**config.mk**
```make
export PLATFORM = sky130hd
export DESIGN_NAME = reg_wb_arbiter
export DESIGN_NICKNAME = d
export VERILOG_FILES = /design/src/rtl/reg_wb_arbiter.sv
export SDC_FILE = /design/constraint.sdc
export NUM_CORES = 1
export LEC_CHECK = 0
export CORE_MARGIN = 3
export CORE_UTILIZATION = 51
export DETAILED_ROUTE_END_ITERATION = 12
export GPL_TIMING_DRIVEN = 0
export MAX_ROUTING_LAYER = met4
export PLACE_DENSITY = 0.85
export SKIP_LAST_GASP = 1
export SYNTH_ARGS = -nofsm -noshare
export SYNTH_HDL_FRONTEND = slang
export SYNTH_SLANG_ARGS = --single-unit
```
**constraint.sdc**
```tcl
create_clock -name clk -period 3.7 [get_ports clk]
set_input_delay 0.37 -clock clk [delete_from_list [all_inputs] [get_ports clk]]
set_output_delay 0.37 -clock clk [all_outputs]
set_load 0.1 [all_outputs]
```
**src/rtl/reg_wb_arbiter.sv**
```systemverilog
// Writeback arbiter for the register bank write port: requester 0 is unbuffered with priority,
// requester 1 is queued in a FIFO whose head is forced through after STARVE_LIMIT lost cycles.
module reg_wb_arbiter #(
    parameter int unsigned W            = 32,
    parameter int unsigned DEPTH        = 2,
    parameter int unsigned STARVE_LIMIT = 4
) (
    input  logic                     clk,
    input  logic                     rst,
    input  logic                     r0_valid,
    input  logic [4:0]               r0_addr,
    input  logic [W-1:0]             r0_data,
    output logic                     r0_ready,
    input  logic                     r1_valid,
    input  logic [4:0]               r1_addr,
    input  logic [W-1:0]             r1_data,
    output logic                     r1_ready,
    output logic                     RegWrite,
    output logic [4:0]               write_reg_in,
    output logic [W-1:0]             write_data_in,
    output logic [31:0]              busy_mask,
    output logic [$clog2(DEPTH):0]   q_count
);

    localparam int unsigned AW = $clog2(DEPTH);
    localparam int unsigned CW = AW + 1;
    localparam int unsigned SW = $clog2(STARVE_LIMIT + 1);

    logic [4:0]    mem_addr [DEPTH];
    logic [W-1:0]  mem_data [DEPTH];
    logic [AW-1:0] rd_ptr_q, wr_ptr_q;
    logic [CW-1:0] count_q;
    logic [SW-1:0] wait_q;
    logic          reg_write_q;
    logic [4:0]    write_reg_q;
    logic [W-1:0]  write_data_q;

    logic          qne, starve, grant0, pop, push, not_full;
    logic [4:0]    head_addr;
    logic [W-1:0]  head_data;

    always_comb begin
        qne       = (count_q != '0);
        starve    = qne && (wait_q == SW'(STARVE_LIMIT));
        grant0    = r0_valid && !starve;
        pop       = qne && (starve || !r0_valid);
        // Readiness ignores a same-cycle pop: no pass-through when full.
        not_full  = (count_q < CW'(DEPTH));
        push      = r1_valid && not_full;
        head_addr = mem_addr[rd_ptr_q];
        head_data = mem_data[rd_ptr_q];
    end

    assign r0_ready      = !starve;
    assign r1_ready      = not_full;
    assign RegWrite      = reg_write_q;
    assign write_reg_in  = write_reg_q;
    assign write_data_in = write_data_q;
    assign q_count       = count_q;

    always_comb begin
        busy_mask = '0;
        for (int i = 0; i < DEPTH; i++) begin
            if (CW'(i) < count_q) begin
                busy_mask[mem_addr[rd_ptr_q + AW'(i)]] = 1'b1;
            end
        end
        busy_mask[0] = 1'b0;
    end

    always_ff @(posedge clk) begin
        if (push) begin
            mem_addr[wr_ptr_q] <= r1_addr;
            mem_data[wr_ptr_q] <= r1_data;
        end
    end

    always_ff @(posedge clk) begin
        if (rst) begin
            rd_ptr_q     <= '0;
            wr_ptr_q     <= '0;
            count_q      <= '0;
            wait_q       <= '0;
            reg_write_q  <= 1'b0;
            write_reg_q  <= '0;
            write_data_q <= '0;
        end else begin
            if (push) wr_ptr_q <= wr_ptr_q + AW'(1);
            if (pop)  rd_ptr_q <= rd_ptr_q + AW'(1);

            case ({push, pop})
                2'b10:   count_q <= count_q + CW'(1);
                2'b01:   count_q <= count_q - CW'(1);
                default: count_q <= count_q;
            endcase

            // Counts lost cycles of the current head; a new head starts from zero.
            if (qne && !pop) begin
                if (wait_q != SW'(STARVE_LIMIT)) wait_q <= wait_q + SW'(1);
            end else begin
                wait_q <= '0;
            end

            if (grant0) begin
                reg_write_q  <= (r0_addr != 5'd0);
                write_reg_q  <= r0_addr;
                write_data_q <= r0_data;
            end else if (pop) begin
                reg_write_q  <= (head_addr != 5'd0);
                write_reg_q  <= head_addr;
                write_data_q <= head_data;
            end else begin
                reg_write_q  <= 1'b0;
            end
        end
    end

endmodule

```
==> results.json, run 1 <==
{
  "worst_path_dominant_cell_family": "buffers and inverters",
  "min_path_cells": 2,
  "synth-seq-area-share_pct": 61.2,
  "worstPathArrival_ns": 3.19,
  "overflow": 0,
  "dieArea_mm2": 0.0113,
  "drt-wirelength-per-cell_um": 20.7,
  "peakVddDrop_uv": 471,
  "placed_cell_area_mm2": 0.00707,
  "hold_class": "in -> reg",
  "cp.required_ns": 3.33,
  "rsz0062_at_grt": "no",
  "cts_tree": "done",
  "path_depth": 6,
  "ys_top_cells_by_area": "edfxtp_1 43%, dfxtp_1 18%, mux2i_1 7.8%",
  "clkTransAtPathRegs_ns": 0.05,
  "numCtsBuffers": 17,
  "finClkSkew_ns": 0.0161,
  "cts_root_buf": "clkbuf_8",
  "cts-htree-levels": 4,
  "area_delta_synth_final_pct": 48.1,
  "cp_slowest_stage_delay_ns": 0.89,
  "slew_viol_final": 0,
  "r2r-start": "q_count[1]$_SDFFE_PP0P_",
  "drtPass1Iterations": 5,
  "ant_nets": 0,
  "synth_top_area_cell": "edfxtp_1",
  "status": "finished, final reports clean",
  "yosysTopAreaCellShare_pct": 43.3,
  "reg2reg_depth": 8,
  "drt_iter0_drc": 317,
  "finalInstanceArea_mm2": 0.00760,
  "critPathKind": "reg -> out",
  "worst_path_max_delay_cell": "dlygate4sd2_1",
  "drv_cap": 0,
  "clock_sinks": 120,
  "viasPerCell": 5.89,
  "synth_cell_types": 36,
  "io_buffers": 149,
  "grt_pass1_vias": 4448,
  "finalSetupViolations": 0,
  "syn_area_mm2": 0.00513,
  "power_density_mw_per_mm2": 758,
  "crit_buf_inv": 3,
  "place.gp.congestion": 0.893,
  "core_region_area_mm2": 0.00950,
  "worstSetupEndpointType": "primary output",
  "crit_start": "rd_ptr_q$_SDFFE_PP0P_",
  "yosys_warnings": 0,
  "rows": 35,
  "tightest_slew_ns": 1.02,
  "critPathCapture": "busy_mask[30]",
  "synth_cells": 415,
  "slew_headroom_pct": 32.1,
  "route.detailed.drc": 0,
  "grt_max_degree": 38,
  "yosys_register_bits": 120,
  "p_total_mw": 5.77,
  "die_y_um": 106,
  "grt_pass1_wl_um": 23500,
  "io_pins": 152,
  "cp-start-kind": "register",
  "antenna_found_initial": 0,
  "clock.fmax_mhz": 281,
  "power_leakage_nw": 2.72,
  "insertion_delay_ns": 0.52,
  "r2r_setup_slack_ns": 1.59,
  "start_util_pct": 54.0,
  "cts_buffer_depth": 2,
  "nets": 667,
  "track_usage_pct": 27.9,
  "fin_util_pct": 80.0,
  "wl_um": 15100,
  "cp_max_fo": 10,
  "drive_gt1_share_pct": 18.1,
  "period_needed_ns": 3.56,
  "dp_hpwl_um": 10400,
  "hold_violations": 0,
  "syn_nets": 498,
  "dieWidth_um": 106,
  "crit_chain": "clkbuf_1, buf_2, mux2i_1, nand3_1, o22ai_2, dlygate4sd2_1",
  "vias": 4275,
  "fin_crit_sh_pct": 96.1,
  "avgSynthCellArea_um2": 12.4,
  "cts_setup_buffers": 0,
  "antenna_cells": 0,
  "reg2reg_to": "write_data_in[13]$_SDFFE_PP0P_"
}
## through the flow
stage	worst slack (ns)	setup TNS, ns	hold slack, ns	std cells
after floorplan	0.246	0	0.469	415
after global placement	-0.190	-6.93	0.506	693
after detailed placement	0.0551	0	0.551	694
after CTS	-0.183	-0.183	0.216	726
after global routing	0.00533	0	0.264	726
final	0.143	0	0.233	726
## cells in the final DEF (no fill, tap or decap), types with 6 or more instances in the layout
| cell | n |
|---|---|
| buf_2 | 14 |
| edfxtp_1 | 74 |
| clkbuf_1 | 14 |
| mux2i_1 | 40 |
| o21ai_0 | 44 |
| nand3_1 | 11 |
| nand2_1 | 38 |
| dlygate4sd2_1 | 12 |
| clkbuf_16 | 17 |
| o22ai_2 | 24 |
| o22ai_4 | 7 |
| a22o_1 | 37 |
| clkbuf_2 | 10 |
| clkdlybuf4s50_1 | 118 |
| nor2_1 | 7 |
| clkdlybuf4s15_2 | 6 |
| mux2_2 | 6 |
| dfxtp_1 | 45 |
## layout make-up
cell class              instances  area (um2)
well taps                     129         161
clock buffers                  25         495
multi-input cells             261        2080
repair buffers                150        1460
inverters                       6        26.3
plain buffers                  28         141
clock inverters                 7        91.3
flip-flops and latches        120        3150
fillers                       559        1900
## worst min path at each step
stage                           start                       end
6_report                          rst     wr_ptr_q$_SDFFE_PP0P_
2_1_floorplan              r1_addr[0]  mem_addr[0][0]$_DFFE_PP_
3_5_place_dp   wait_q[0]$_SDFFE_PP0P_    wait_q[0]$_SDFFE_PP0P_
5_1_grt                           rst   q_count[0]$_SDFFE_PP0P_
3_3_place_gp    wr_ptr_q$_SDFFE_PP0P_     wr_ptr_q$_SDFFE_PP0P_
4_1_cts                           rst     wr_ptr_q$_SDFFE_PP0P_
## what timing repair did
item                                    in CTS  in global routing
endpoints found under the setup margin      30                 13
pin swaps                                    0                  0
gates resized for setup                     43                 23
hold buffers                                 0                  0
## state kept, by name, summed over array words and instances (netlist names), named ones only
register / count
rd_ptr_q: 1
RegWrite: 1
write_reg_in: 5
wr_ptr_q: 1
wait_q: 3
mem_addr: 10
q_count: 2
mem_data: 64
write_data_in: 32
## logic make-up (layout without fill, tap and decap cells)
family	count (synthesis)	count (layout)	synth area share, %
XOR/XNOR	3	3	0.512
AO/OA/AOI/OAI	120	120	15.4
adder cells (fa/ha/maj)	5	5	1.22
other	1	1	0.0730
buffers and inverters	34	216	3.19
multiplexers	48	48	9.99
AND/OR/NAND/NOR	84	84	8.36
flip-flops	120	120	61.2
## report_power, final
group	switching [mW]	internal, mW	leakage [nW]
Sequential	0.113	1.67	1.07
Combinational	1.72	0.665	1.36
Clock	0.556	1.05	0.287
## synth_stat cells (all sizes together)
| cell | number |
|---|---|
| dfxtp | 46 |
| nor2b | 2 |
| mux2i | 42 |
| edfxtp | 74 |
| nand2 | 38 |
| a32o | 1 |
| nor4 | 1 |
| nor2 | 8 |
| nand2b | 1 |
| nor3 | 3 |
| a211oi | 1 |
| ha | 5 |
| o21ai | 45 |
| nor3b | 5 |
| a21oi | 3 |
| conb | 1 |
| nand3b | 2 |
| buf | 18 |
| nor4b | 1 |
| or3 | 2 |
| or3b | 2 |
| inv | 6 |
| and3 | 5 |
| mux2 | 6 |
| and3b | 3 |
| nand3 | 11 |
| xor2 | 3 |
| o22ai | 32 |
| a22o | 37 |
| a21boi | 1 |
| clkbuf | 10 |
## layer usage
layer	vias to the layer above	global-route usage (%)	wire length (um)
li1	1929	-	-
met1	2100	31.6	5730
met2	211	47.7	7730
met3	35	6.86	1200
met4	0	10.8	390
met5	-	-	0
(Power assumes the default switching activity.)
==> inputs of run 2 (changes only) <==
--- a/config.mk
+++ b/config.mk
@@ -7,10 +7,12 @@
 export LEC_CHECK = 0
 export CORE_MARGIN = 3
 export CORE_UTILIZATION = 51
+export CTS_BUF_LIST = sky130_fd_sc_hd__clkbuf_16
 export DETAILED_ROUTE_END_ITERATION = 12
 export GPL_TIMING_DRIVEN = 0
 export MAX_ROUTING_LAYER = met4
 export PLACE_DENSITY = 0.85
+export REMOVE_ABC_BUFFERS = 1
 export SKIP_LAST_GASP = 1
 export SYNTH_ARGS = -nofsm -noshare
 export SYNTH_HDL_FRONTEND = slang
==> results.json, run 2 (same netlist as run 1, synthesis figures left out) <==
{
  "cts_root_buf": "clkbuf_16",
  "cts-htree-levels": 4,
  "overflow": 0,
  "reg2reg_to": "write_data_in[20]$_SDFFE_PP0P_",
  "grt_pass1_wl_um": 20700,
  "cts_tree": "done",
  "worstPathArrival_ns": 3.23,
  "fin_cells": 702,
  "power_density_mw_per_mm2": 762,
  "cp.required_ns": 3.33,
  "fin_tns_setup_ns": 0,
  "grt_max_degree": 48,
  "hp-start": "r1_data[17]",
  "viasPerCell": 5.72,
  "dieArea_mm2": 0.0113,
  "io_pins": 152,
  "antenna_cells": 0,
  "antenna_found_initial": 0,
  "r2r_setup_slack_ns": 0.98,
  "p_seq_share_pct": 32.2,
  "wl_um": 13300,
  "power_leakage_nw": 2.70,
  "cp_max_fo": 47,
  "p_int_mw": 3.31,
  "hold_violations": 0,
  "core_region_area_mm2": 0.00950,
  "cts_buffer_depth": 2,
  "io_buffers": 150,
  "tightest_slew_ns": 1.03,
  "period_needed_ns": 3.60,
  "critPathKind": "reg -> out",
  "fin_crit_sh_pct": 97.2,
  "dp_hpwl_um": 9100,
  "clock_power_share_pct": 28.9,
  "rsz0062_at_grt": "no",
  "status": "finished, final reports clean",
  "drt_iter0_drc": 191,
  "p_sw_share_pct": 40.9,
  "slew_viol_final": 0,
  "r2r-start": "q_count[1]$_SDFFE_PP0P_",
  "drv_cap": 0,
  "nets": 643,
  "dp.cells": 670,
  "regMostFlops": "mem_data",
  "area_delta_synth_final_pct": 43.0,
  "min_path_cells": 1,
  "numCtsBuffers": 17,
  "worstSetupEndpointType": "primary output",
  "clock_sinks": 120,
  "ant_nets": 0,
  "drtPass1Iterations": 4,
  "route.detailed.drc": 0,
  "power_frac_comb_pct": 38.9,
  "die_y_um": 106,
  "insertion_delay_ns": 0.41,
  "start_util_pct": 54.0,
  "clkTransAtPathRegs_ns": 0.06,
  "peakVddDrop_uv": 396,
  "holdPathEnd": "mem_data[0][17]$_DFFE_PP_",
  "vias": 4018,
  "layout.cells.most_common": "clkdlybuf4s50_1",
  "grt_pass1_vias": 4165,
  "reg2reg_depth": 6,
  "finClkSkew_ns": 0.0117,
  "drt-wirelength-per-cell_um": 18.9,
  "track_usage_pct": 24.2,
  "largest_register_ffs": 64,
  "layout_common_cells": "123 x clkdlybuf4s50_1, 74 x edfxtp_1, 45 x dfxtp_1, 45 x o21ai_0, 40 x mux2i_1",
  "rows": 35,
  "clock.fmax_mhz": 278,
  "hold_class": "in -> reg",
  "p_sw_mw": 2.29,
  "finalSetupViolations": 0,
  "slew_headroom_pct": 31.2,
  "dieWidth_um": 106,
  "drive_gt1_share_pct": 8.90,
  "place.gp.congestion": 0.970,
  "cp-start-kind": "register"
}
-- run 2: cell types whose count changed in the layout (fill, tap and decap cells not counted), sizes merged --
cell           delta
clkbuf           -27
buf              -15
dlygate4sd2       +7
inv               +7
clkdlybuf4s50     +5
clkdlybuf4s15     -4
dlymetal6s2s      +2
clkinvlp          +1
-- run 2: worst max-delay path, stage by stage, from the launching register on --
cell	delay, ns
dfxtp_1	0.35
inv_1	0.12
ha_2	0.41
buf_12	0.27
or3b_1	0.53
o22ai_1	0.24
dlygate4sd2_1	0.88
-- run 2: worst max-delay path by stage --
stage,from,endpoint,slack (ns),depth (start not counted)
global placement,register,busy_mask[6],-1.25,4
detailed placement,q_count[1]$_SDFFE_PP0P_,busy_mask[6],0.29,6
finish,q_count[1]$_SDFFE_PP0P_,busy_mask[6],0.10,6
CTS,register,busy_mask[12],0.11,4
global route,q_count[1]$_SDFFE_PP0P_,busy_mask[5],0.002,6
floorplan,q_count[1]$_SDFFE_PP0P_,busy_mask[10],-1.50,4
-- run 2: routing by layer --
| layer | up-vias | global-route usage, % | share of wire (%) |
|---|---|---|---|
| li1 | 1884 | - | - |
| met1 | 1929 | 25.8 | 39 |
| met2 | 188 | 42.4 | 51 |
| met3 | 17 | 6.74 | 8.4 |
| met4 | 0 | 9.44 | 1.4 |
| met5 | - | - | 0 |
-- run 2: final cells by class --
class                           count  area (um2)
Timing Repair Buffer              154        1580
Sequential cell                   120        3140
Tap cell                          129         161
Clock buffer                       17         425
Inverter                            6        22.5
Fill cell                         654        2160
Clock inverter                     15         166
Multi-Input combinational cell    261        1850
-- run 2: per-stage QoR --
stage | util (%) | setup WS, ns | hold WS, ns | total power [mW] | area [um2]
finish | 77.3 | 0.102 | 0.543 | 5.59 | 7340
CTS | 77.2 | 0.112 | 0.532 | 5.61 | 7330
floorplan | - | -1.50 | 0.439 | 3.37 | 4990
global placement | 70.0 | -1.25 | 0.513 | 3.89 | 6660
detailed placement | 71.3 | 0.289 | 0.546 | 3.99 | 6770
global route | 77.3 | 0.00190 | 0.537 | 5.81 | 7340
-- run 2: power by group through the flow --
| stage | combinational [mW] | sequential (mW) | clock, mW |
|---|---|---|---|
| floorplan | 0.972 | 2.40 | 0 |
| global placement | 2.03 | 1.86 | 0 |
| detailed placement | 2.17 | 1.82 | 0 |
| CTS | 2.17 | 1.80 | 1.63 |
| global route | 2.29 | 1.83 | 1.70 |
| finish | 2.18 | 1.80 | 1.62 |
-- run 2: timing repair --
action                                  4_1_cts  5_1_grt
setup buffers                                 0        0
hold buffers                                  0        0
gates resized for setup                      24        9
endpoints found under the hold margin         0        0
endpoints found under the setup margin       24        8
==> inputs of run 3 (changes only) <==
--- a/config.mk
+++ b/config.mk
@@ -5,7 +5,7 @@
 export SDC_FILE = /design/constraint.sdc
 export NUM_CORES = 1
 export LEC_CHECK = 0
-export CORE_MARGIN = 3
+export CORE_MARGIN = 4
 export CORE_UTILIZATION = 51
 export CTS_BUF_LIST = sky130_fd_sc_hd__clkbuf_16
 export DETAILED_ROUTE_END_ITERATION = 12
==> constraint.sdc (replaced) <==
create_clock -name clk -period 3.7 [get_ports clk]
set_input_delay 0.37 -clock clk [delete_from_list [all_inputs] [get_ports clk]]
set_output_delay 0.37 -clock clk [all_outputs]
set_load 0.01 [all_outputs]
==> results.json, run 3 (same netlist as run 1, synthesis figures left out) <==
{
  "critPathCapture": "busy_mask[6]",
  "vias": 3978,
  "core_region_area_mm2": 0.00977,
  "fin_crit_sh_pct": 89.1,
  "cp_max_fo": 27,
  "critPathKind": "reg -> out",
  "path_depth": 5,
  "final-seq-area_mm2": 0.00314,
  "fill_cells": 668,
  "cp_slowest_stage_delay_ns": 0.75,
  "route.detailed.drc": 0,
  "finalSetupViolations": 0,
  "numCtsBuffers": 17,
  "cts_buffer_depth": 2,
  "cts_root_buf": "clkbuf_16",
  "crit_chain": "buf_12, mux2i_1, nand3_1, o22ai_1, clkdlybuf4s50_1",
  "worst_path_dominant_cell_family": "buffers and inverters",
  "cp.required_ns": 3.33,
  "grt_pass1_vias": 4229,
  "rsz0062_at_grt": "no",
  "dp_hpwl_um": 9280,
  "start_util_pct": 52.5,
  "wl_met1_um": 5340,
  "status": "finished, final reports clean",
  "slew_viol_final": 0,
  "cts-htree-levels": 4,
  "cp-start-kind": "register",
  "power_density_mw_per_mm2": 656,
  "grt_pass1_wl_um": 21200,
  "overflow": 0,
  "power_leakage_nw": 2.56,
  "cts_tree": "done",
  "reg2reg_depth": 6,
  "wl_met2_um": 6770,
  "place.gp.congestion": 0.891,
  "fin_util_pct": 75.1,
  "grt_max_degree": 45,
  "multi_input_area_mm2": 0.00185,
  "wl_met3_um": 1100,
  "die_y_um": 108,
  "largest_register_ffs": 64,
  "ant_nets": 0,
  "hold_class": "in -> reg",
  "antenna_found_initial": 0,
  "io_pins": 152,
  "dieArea_mm2": 0.0117,
  "worst_path_max_delay_cell": "dfxtp_2",
  "crit_buf_inv": 2,
  "insertion_delay_ns": 0.40,
  "drv_cap": 0,
  "hold_ws_ns": 0.557,
  "period_needed_ns": 3.30,
  "clkTransAtPathRegs_ns": 0.05,
  "tightest_slew_ns": 0.936,
  "drt_iter0_drc": 242,
  "drtPass1Iterations": 7,
  "hold_violations": 0,
  "regMostFlops": "mem_data",
  "worstPathArrival_ns": 2.93,
  "cts_setup_buffers": 0,
  "finClkSkew_ns": 0.00922,
  "viasPerCell": 5.64,
  "finalInstanceArea_mm2": 0.00734,
  "clock.fmax_mhz": 303,
  "nets": 643,
  "drive_gt1_share_pct": 7.52,
  "clock_sinks": 120,
  "reg2reg_to": "write_data_in[20]$_SDFFE_PP0P_",
  "io_buffers": 150,
  "rows": 36,
  "highest_layer": "met4",
  "dieWidth_um": 108,
  "antenna_cells": 0,
  "r2r-start": "q_count[1]$_SDFFE_PP0P_",
  "r2r_setup_slack_ns": 0.91,
  "area_delta_synth_final_pct": 42.9,
  "layout.cells.most_common": "clkdlybuf4s50_1",
  "slew_headroom_pct": 37.6,
  "p_total_mw": 4.81,
  "track_usage_pct": 24.4,
  "peakVddDrop_uv": 347,
  "wl_um": 13500,
  "ctsHoldBuffers": 0,
  "layout_common_cells": "150 x clkdlybuf4s50_1, 74 x edfxtp_1, 45 x dfxtp_1, 45 x o21ai_0, 40 x mux2i_1",
  "placed_cell_area_mm2": 0.00677,
  "drt-wirelength-per-cell_um": 19.1,
  "worstSetupEndpointType": "primary output",
  "cts_resized": 0
}
run 3: cell count changes in the layout (fill, tap and decap cells not counted), moves of 3 or more:
| cell | before | now |
|---|---|---|
| inv_6 | 4 | 0 |
| clkdlybuf4s15_1 | 4 | 0 |
| dlymetal6s2s_1 | 3 | 0 |
| dlygate4sd2_1 | 19 | 0 |
| inv_1 | 6 | 10 |
| clkinvlp_4 | 3 | 0 |
| clkdlybuf4s50_1 | 123 | 150 |
run 3: final cells by class:
class	count	area share, %
clock buffers	17	5.80
clock inverters	14	1.96
inverters	6	0.307
multi-input cells	261	25.2
flip-flops and latches	120	42.8
well taps	133	2.27
repair buffers	154	21.7
run 3: routing by layer:
metal | up-vias | global-route usage [%]
met1 | 1884 | 27.6
li1 | 1884 | -
met2 | 184 | 42.0
met4 | 0 | 7.48
met5 | - | -
met3 | 26 | 7.34
run 3: how the worst min path moves through the flow:
stage / startpoint / to / slack, ns / depth (start not counted)
floorplan: rst / register / 0.44 / 1
global placement: wait_q[0]$_SDFFE_PP0P_ / wait_q[0]$_SDFFE_PP0P_ / 0.52 / 2
detailed placement: wait_q[0]$_SDFFE_PP0P_ / wait_q[0]$_SDFFE_PP0P_ / 0.54 / 2
CTS: r1_data[20] / mem_data[0][20]$_DFFE_PP_ / 0.54 / 1
global route: r1_data[23] / mem_data[0][23]$_DFFE_PP_ / 0.54 / 1
finish: r1_data[16] / mem_data[0][16]$_DFFE_PP_ / 0.56 / 1
run 3: worst reg2reg max path: cells and delay by family, from the launching register on:
| family | cells | cell delay, ns |
|---|---|---|
| buf+inv | 2 | 0.42 |
| flops | 1 | 0.32 |
| simple gates | 2 | 0.96 |
| fa+ha+maj | 1 | 0.75 |
| compound gates | 1 | 0.28 |
run 3: stage by stage:
step / setup slack (ns) / std cells / setup TNS, ns
6_report: 0.403 / 705 / 0
5_1_grt: 0.247 / 705 / 0
4_1_cts: 0.398 / 705 / 0
3_5_place_dp: 0.823 / 674 / 0
3_3_place_gp: -0.836 / 670 / -54.94
2_1_floorplan: 0.416 / 387 / 0
run 3: report_power, final:
part / leakage [nW] / switching (mW) / internal, mW
clock: 0.294 / 0.553 / 1.04
combinational: 1.19 / 0.761 / 0.656
sequential: 1.07 / 0.143 / 1.66
total: 2.56 / 1.46 / 3.36
==> variant (settings of run 2) <==
`DEPTH`: 2 -> 4.
--- a/src/rtl/reg_wb_arbiter.sv
+++ b/src/rtl/reg_wb_arbiter.sv
@@ -4,3 +4,3 @@
     parameter int unsigned W            = 32,
-    parameter int unsigned DEPTH        = 2,
+    parameter int unsigned DEPTH        = 4,
     parameter int unsigned STARVE_LIMIT = 4
Interface: changed (resized q_count); port bits go from 152 to 153. The function was not compared with the original's and may differ.
==> variant against run 2 <==
- area after synthesis rose by 80%
- worst setup slack improved by 58 ps
- sequential share of layout area rose by 4.0 points
- critical path depth shrank 1
- critical endpoint is now busy_mask[16]
- final area is 59% higher
- worst hold slack got worse by 42 ps
- sequential cell count rose by 78
- largest cell class unchanged
- register-to-register slack worse by 330 ps
- combinational power is 84% higher
- wire length grew 83%
- total power is 57% higher
==> variant: results (changes against run 2) <==
----------------------------------------------------
[Synth]
  Fraction of the yosys area taken by sequential cells ... 58.8% (was 61.2%)
  EDFF count, synth ... 148 (was 74)
  Largest cells by area after synthesis ... sky130_fd_sc_hd__edfxtp_1 (48%), sky130_fd_sc_hd__mux4_2 (13%), sky130_fd_sc_hd__dfxtp_1 (11%) (was sky130_fd_sc_hd__edfxtp_1 (43%), sky130_fd_sc_hd__dfxtp_1 (18%), sky130_fd_sc_hd__mux2i_1 (7.8%))

[Finish]
  Final-layout fill cell count ... 1,207 (was 654)
  Max reg flops ... 128 (was 64)
  Layout cell share with drive strength beyond 1 ... 19.7% (was 8.90%)
  Count of non-filler cells in the finished layout ... 1,013 (was 702)

[Timing]
  Relative slew slack ... 31.1% (was 31.2%)
  Post-route minimum period ... 3540 ps (was 3600 ps)
  Largest clock skew in the final design ... 15.1 ps (was 11.7 ps)
  Worst slack on hold paths ... 502 ps (was 543 ps)

[Drt]
  DRC marker count from the first detailed-route iteration ... 490 (was 191)
  Number of optimization iterations in the first detailed-route pass ... 5 (was 4)

[Worst hold path]
  Launch point of the worst hold path ... write_data_in[9] (was r1_data[17])
  Endpoint of the worst hold-timing path ... write_data_in[9] (was mem_data[0][17])
  Class of the most critical hold timing path ... reg2reg (was in2reg)

[Placed design]
  Post-DP HPWL ... 17,000 um (was 9100 um)
  Port Buffer Count ... 151 (was 150)
  Final weighted congestion in routability-driven placement ... 0.937 (was 0.970)
  Pre-CTS WS ... -634 ps (was 289 ps)
  Total placed instance area ... 11,000 um2 (was 6770 um2)

[Worst setup path]
  Endpoint arrival time on the critical path ... 3170 ps (was 3230 ps)
  Worst-path fanout max ... 13 (was 47)
  Worst reg2reg path endpoint ... q_count[2] (was write_data_in[20])
  Max stage delay cell, worst path ... sky130_fd_sc_hd__mux4_2 (was sky130_fd_sc_hd__dlygate4sd2_1)
  FF-to-FF path depth ... 7 (was 6)

[Global route]
  Global-route wire length before repair ... 37,300 um (was 20,700 um)

[Outcome]
  Status ... finished clean (unchanged)

----------------------------------------------------
[variant: cell count changes in the layout (fill, tap and decap cells not counted), moves of 29 or more]
cell                              change
sky130_fd_sc_hd__o22ai_1             -32
sky130_fd_sc_hd__edfxtp_1            +74
sky130_fd_sc_hd__a211oi_1            +33
sky130_fd_sc_hd__clkdlybuf4s15_2     +29
sky130_fd_sc_hd__mux4_2              +52
sky130_fd_sc_hd__nor2_1              +48
sky130_fd_sc_hd__o21ai_0             -43
sky130_fd_sc_hd__a22o_1              -37
[variant: worst reg2reg max path, cell delays in order, from the launching register on]
cell and delay, ps:
sky130_fd_sc_hd__dfxtp_1 530, sky130_fd_sc_hd__inv_1 140, sky130_fd_sc_hd__ha_1 200, sky130_fd_sc_hd__nor2b_1 280, sky130_fd_sc_hd__a21oi_1 860, sky130_fd_sc_hd__ha_1 430
sky130_fd_sc_hd__or3_1 360, sky130_fd_sc_hd__a21oi_1 170
[variant: cell type report]
type	instances	area [um2]	share of cell area (%)
sequential	198	5450	46.8
multi-input combinational	389	3580	30.7
timing repair buffer	159	1700	14.6
clock buffer	17	425	3.65
tap	225	282	2.42
clock inverter	15	168	1.44
inverter	10	37.5	0.322
[variant: metal layers]
| layer | global-route usage [%] | routed length, um | vias to the layer above |
|---|---|---|---|
| li1 | - | - | 2829 |
| met1 | 31.3 | 9850 | 3178 |
| met2 | 41.8 | 12100 | 294 |
| met5 | - | 0 | - |
| met4 | 8.72 | 616 | 0 |
| met3 | 5.43 | 1660 | 49 |
[variant: power breakdown]
group	switching [uW]	internal, uW
sequential	250	2720
clock	876	905
combinational	2830	1190
total	3950	4810
[variant: worst max-delay path by stage]
stage | end | cells after the start
global placement | busy_mask[4] | 5
floorplan | busy_mask[4] | 4
detailed placement | busy_mask[9] | 5
CTS | busy_mask[4] | 5
global route | busy_mask[16] | 5
finish | busy_mask[16] | 5
[variant: per-stage QoR]
step	setup TNS (ps)	power [uW]
after floorplan	-6170	5850
after global placement	-51830	6890
after detailed placement	-11840	7000
after CTS	-109	8780
after global routing	-2.14	9110
final	0	8770
[variant: repair_timing]
action | CTS | global route
hold endpoints to repair | 0 | 0
resized for setup | 95 | 10
endpoints found under the setup margin | 31 | 28
hold buffers | 0 | 0
pin swaps | 0 | 0
[variant: cell families after synthesis]
kind of cell,count (synthesis),synth area share [%]
other cells,1,0.0405
xor+xnor,5,0.473
mux,88,16.6
simple gates,194,12.0
flops,198,58.8
compound gates,91,7.85
fa+ha+maj,10,1.35
buf+inv,56,2.95
